`config.mk`:
```
export PLATFORM = sky130hd
export DESIGN_NAME = demux_pulse_sequencer
export DESIGN_NICKNAME = d
export VERILOG_FILES = /design/src/rtl/demux_pulse_sequencer.sv
export SDC_FILE = /design/constraint.sdc
export NUM_CORES = 1
export LEC_CHECK = 0
export BUFFER_PORTS_ARGS = -buffer_cell sky130_fd_sc_hd__buf_2
export CORE_UTILIZATION = 40
export CTS_CLUSTER_DIAMETER = 50
export DETAILED_ROUTE_END_ITERATION = 7
export GPL_TIMING_DRIVEN = 0
export HOLD_SLACK_MARGIN = 0.15
export PLACE_DENSITY = 0.64
export SKIP_LAST_GASP = 1
export SLEW_MARGIN = 15
export SYNTH_ARGS = -nofsm -noshare
export SYNTH_HDL_FRONTEND = slang
export SYNTH_SLANG_ARGS = --single-unit
```
`constraint.sdc`:
```
create_clock -name clk -period 2.8 [get_ports clk]
set_clock_uncertainty 0.15 [all_clocks]
set_input_delay 0.14 -clock clk [delete_from_list [all_inputs] [get_ports clk]]
set_output_delay 0.14 -clock clk [all_outputs]
set_load 0.01 [all_outputs]
```
`src/rtl/demux_pulse_sequencer.sv`:
```
// Upstream driver for the 1-to-8 select demux: emits sel/i bursts for requested
// or round-robin scanned channels, with sel stable around every pulse of i.
module demux_pulse_sequencer #(
    parameter int PULSE_LEN = 4,
    parameter int GAP_LEN   = 1,
    parameter int CW        = 8
) (
    input  logic       clk,
    input  logic       rst,
    input  logic       req_valid,
    input  logic [2:0] req_ch,
    output logic       req_ready,
    input  logic       scan_en,
    output logic [2:0] sel,
    output logic       i,
    output logic       busy,
    output logic       done
);

    localparam logic [1:0] S_IDLE  = 2'd0;
    localparam logic [1:0] S_SETUP = 2'd1;
    localparam logic [1:0] S_PULSE = 2'd2;
    localparam logic [1:0] S_GAP   = 2'd3;

    localparam logic [CW-1:0] PULSE_LOAD = CW'(PULSE_LEN - 1);
    localparam logic [CW-1:0] GAP_LOAD   = (GAP_LEN > 0) ? CW'(GAP_LEN - 1) : '0;
    localparam bit            HAS_GAP    = (GAP_LEN > 0);

    logic [1:0]    r_state;
    logic [CW-1:0] r_cnt;
    logic [2:0]    r_sel;
    logic [2:0]    r_scan_ptr;
    logic          r_i;
    logic          r_busy;
    logic          r_done;

    logic [1:0]    w_state_nxt;
    logic [CW-1:0] w_cnt_nxt;
    logic [2:0]    w_sel_nxt;
    logic          w_exit;

    always_comb begin
        w_state_nxt = r_state;
        w_cnt_nxt   = r_cnt;
        w_sel_nxt   = r_sel;
        case (r_state)
            S_IDLE: begin
                // explicit requests win over the scanner
                if (req_valid) begin
                    w_state_nxt = S_SETUP;
                    w_sel_nxt   = req_ch;
                end else if (scan_en) begin
                    w_state_nxt = S_SETUP;
                    w_sel_nxt   = r_scan_ptr;
                end
            end
            S_SETUP: begin
                w_state_nxt = S_PULSE;
                w_cnt_nxt   = PULSE_LOAD;
            end
            S_PULSE: begin
                if (r_cnt == '0) begin
                    if (HAS_GAP) begin
                        w_state_nxt = S_GAP;
                        w_cnt_nxt   = GAP_LOAD;
                    end else begin
                        w_state_nxt = S_IDLE;
                    end
                end else begin
                    w_cnt_nxt = r_cnt - CW'(1);
                end
            end
            S_GAP: begin
                if (r_cnt == '0) begin
                    w_state_nxt = S_IDLE;
                end else begin
                    w_cnt_nxt = r_cnt - CW'(1);
                end
            end
            default: w_state_nxt = S_IDLE;
        endcase
    end

    assign w_exit = (r_state != S_IDLE) && (w_state_nxt == S_IDLE);

    // outputs are registered from the next state so they track r_state exactly
    always_ff @(posedge clk or posedge rst) begin
        if (rst) begin
            r_state    <= S_IDLE;
            r_cnt      <= '0;
            r_sel      <= '0;
            r_scan_ptr <= '0;
            r_i        <= 1'b0;
            r_busy     <= 1'b0;
            r_done     <= 1'b0;
        end else begin
            r_state <= w_state_nxt;
            r_cnt   <= w_cnt_nxt;
            r_sel   <= w_sel_nxt;
            r_i     <= (w_state_nxt == S_PULSE);
            r_busy  <= (w_state_nxt != S_IDLE);
            r_done  <= w_exit;
            if (w_exit) begin
                r_scan_ptr <= r_sel + 3'd1;
            end
        end
    end

    assign req_ready = (r_state == S_IDLE) & ~rst;
    assign sel       = r_sel;
    assign i         = r_i;
    assign busy      = r_busy;
    assign done      = r_done;

endmodule

```
==> impl_metrics.env <==
export IMPL_routed_wl_mm=1.934
export IMPL_ios=14
export IMPL_syn_area_per_cell_sq_um=10.32
export IMPL_drtAntennaViolNets=0
export IMPL_grt_pass1_wl_mm=3.305
export IMPL_die_x_um=50.98
export IMPL_worstSkewPairLatency_ns=0.30
export IMPL_syn_to_final_growth_pct=22.69
export IMPL_peakVddDrop_mv=0.4947
export IMPL_synth_edff_count=0
export IMPL_antenna_cells=0
export IMPL_placement_io_buffers=13
export IMPL_die_h_um=50.98
export IMPL_ys_warn_count=0
export IMPL_slew_headroom_pct=45.02
export IMPL_required_ns=2.85
export IMPL_synth_cells=93
export IMPL_synthArstFlopShare_pct=100.0
export IMPL_path_clk_slew_ns=0.11
export IMPL_ctsHoldBuffers=9
export IMPL_worstRegToRegCells=6
export IMPL_r2r_start="r_cnt[0]"
export IMPL_cap_violations=0
export IMPL_root_buffer="clkbuf_4"
export IMPL_finalCritPeriodShare_pct=79.23
export IMPL_p_leak_nw=0.5350
export IMPL_final_nets=130
export IMPL_synth_top_area_share_pct=49.54
export IMPL_cp_arrival_ns=2.27
export IMPL_drt_pass1_iterations=5
export IMPL_die_area_sq_mm=0.002599
export IMPL_synth_cell_types=32
export IMPL_placed_area_sq_mm=0.001060
export IMPL_gp_congestion=0.7501
export IMPL_hold_class="in2reg"
export IMPL_cts_sinks=19
export IMPL_avgViaCountPerCell=5.238
export IMPL_num_rows=17
export IMPL_cts_max_path_buffers=2
export IMPL_min_period_ns=2.218
export IMPL_grt_setup_unrepaired="false"
export IMPL_reg2reg_to="r_scan_ptr[1]"
export IMPL_yosysSeqAreaShare_pct=49.54
export IMPL_startpoint_type="flop"
export IMPL_hold_viol_final=0
export IMPL_post_cts_repair_setup_buffers=0
export IMPL_worstSetupPathType="reg2reg"
export IMPL_numCtsBuffers=3
export IMPL_drt_iter0_markers=9
export IMPL_path_max_fanout=7
export IMPL_finish_instance_area_sq_mm=0.001177
export IMPL_grt_ovfl_total=0
export IMPL_fmax_ghz=0.4508
export IMPL_avgRoutedWirePerCell_um=13.16
export IMPL_synth_main_ff_cell="dfrtp_1"
export IMPL_critPathLaunch="r_cnt[0]"
export IMPL_tightest_slew_ns=0.8183
export IMPL_r2r_slack_ns=0.58
export IMPL_ys_top_cells_by_area="dfrtp_1 (50%), mux2i_1 (4.2%), ha_1 (3.9%)"
export IMPL_netlist_top_cells_count="dfrtp_1 (19), inv_1 (8), nand2_1 (7), nor2_1 (7), a21oi_1 (5)"
export IMPL_grt_util_all_layers_pct=17.27
export IMPL_fin_setup_tns_ns=0
export IMPL_drive_above_1_share_pct=22.69
export IMPL_coreArea_sq_mm=0.002233
export IMPL_min_from="req_valid"
export IMPL_hpwl_mm=1.269
export IMPL_initial_utilization_pct=42.97
export IMPL_setup_violations_final=0
export IMPL_grt_pass1_vias=760
export IMPL_cts_tree="yes"
export IMPL_yosys_area_top_type="dfrtp_1"
export IMPL_power_density_mw_per_mm2=1008
export IMPL_grt_max_degree=20
export IMPL_cp_endpoint="r_scan_ptr[1]"
export IMPL_end_kind="flop"
export IMPL_synth_fp_nets=103
export IMPL_vias=770
export IMPL_netlist_area_sq_um=959.7
export IMPL_grt_antenna_before_repair=0
export IMPL_drc_errors=0
export IMPL_cts_htree_levels=1
export IMPL_yosysMostFrequentCell="dfrtp_1"
export IMPL_cts_resized=0
export IMPL_outcome="finished, final reports clean"
export IMPL_ys_ff_latch=19
export IMPL_slew_violations=0
-- routing by layer --
layer | GRT usage, % | wire (um) | vias up
met2 | 28.07 | 965 | 16
met1 | 23.24 | 885 | 373
met4 | 7.407 | 34 | 0
li1 | - | - | 377
met5 | 0 | 0 | -
met3 | 1.786 | 47 | 4
-- registers in the layout, summed over array words and instances (netlist names) --
| register | flops |
|---|---|
| i | 1 |
| sel | 3 |
| done | 1 |
| busy | 1 |
| r_scan_ptr | 3 |
| r_cnt | 8 |
| r_state | 2 |
-- worst min path at each step --
stage / cells past startpoint / end
2_1_floorplan: 1 / busy
3_3_place_gp: 2 / i
3_5_place_dp: 2 / i
4_1_cts: 4 / sel[1]
5_1_grt: 4 / sel[0]
6_report: 5 / sel[2]
-- through the flow --
step	util (%)	instances	total power, mW	setup slack [ns]	hold WS [ns]
after detailed placement	47.45	134	1.018	0.5826	0.1577
after floorplan	-	93	0.8880	0.7211	-0.05887
after global routing	52.72	147	1.280	0.4598	0.3368
final	52.72	147	1.187	0.5816	0.2976
after global placement	47.45	134	0.9976	0.5963	0.1467
after CTS	52.72	147	1.185	0.5632	0.2803
-- area by class of cell --
cell class | instances | area [sq um]
Fill cell | 215 | 1056
Sequential cell | 19 | 475.5
Multi-Input combinational cell | 63 | 435.4
Timing Repair Buffer | 22 | 155.1
Tap cell | 28 | 35.03
Inverter | 8 | 30.03
Clock buffer | 3 | 22.52
Buffer | 3 | 18.77
Clock inverter | 1 | 5.005
-- power breakdown --
part	internal, mW	switching [mW]
Combinational	0.267	0.269
Sequential	0.396	0.112
Clock	0.0533	0.0900
Total	0.716	0.471
-- cells by family after synthesis --
group | count (synthesis) | synth area share [%]
buffers and inverters | 11 | 5.085
AND/OR/NAND/NOR | 34 | 20.08
XOR/XNOR | 4 | 3.651
flip-flops | 19 | 49.54
AO/OA/AOI/OAI | 17 | 11.99
multiplexers | 5 | 5.736
adder cells (fa/ha/maj) | 3 | 3.912
-- layout by cell type (no fill, tap or decap), types with 2 or more instances in the layout --
master / synthesis / final
dfrtp_1: 19 / 19
buf_2: 0 / 13
dlygate4sd3_1: 0 / 9
inv_1: 8 / 8
nand2_1: 7 / 7
nor2_1: 7 / 7
a21oi_1: 5 / 5
nand3_1: 4 / 4
mux2i_1: 4 / 4
xnor2_1: 3 / 3
nor3_1: 3 / 3
ha_1: 3 / 3
clkbuf_4: 0 / 3
or3b_2: 2 / 2
clkbuf_1: 2 / 2
o31ai_1: 2 / 2
nand2b_1: 2 / 2
o211ai_1: 2 / 2
or3_1: 2 / 2
a21o_1: 2 / 2
o21ai_0: 2 / 2
-- critical path: stages, from the launching register on --
cell      delay, ns
dfrtp_1        0.43
inv_1          0.10
ha_1           0.14
or3b_2         0.43
clkbuf_1       0.18
nor3_4         0.37
mux2_4         0.33
Note: power is estimated with default switching activity, not from simulation.
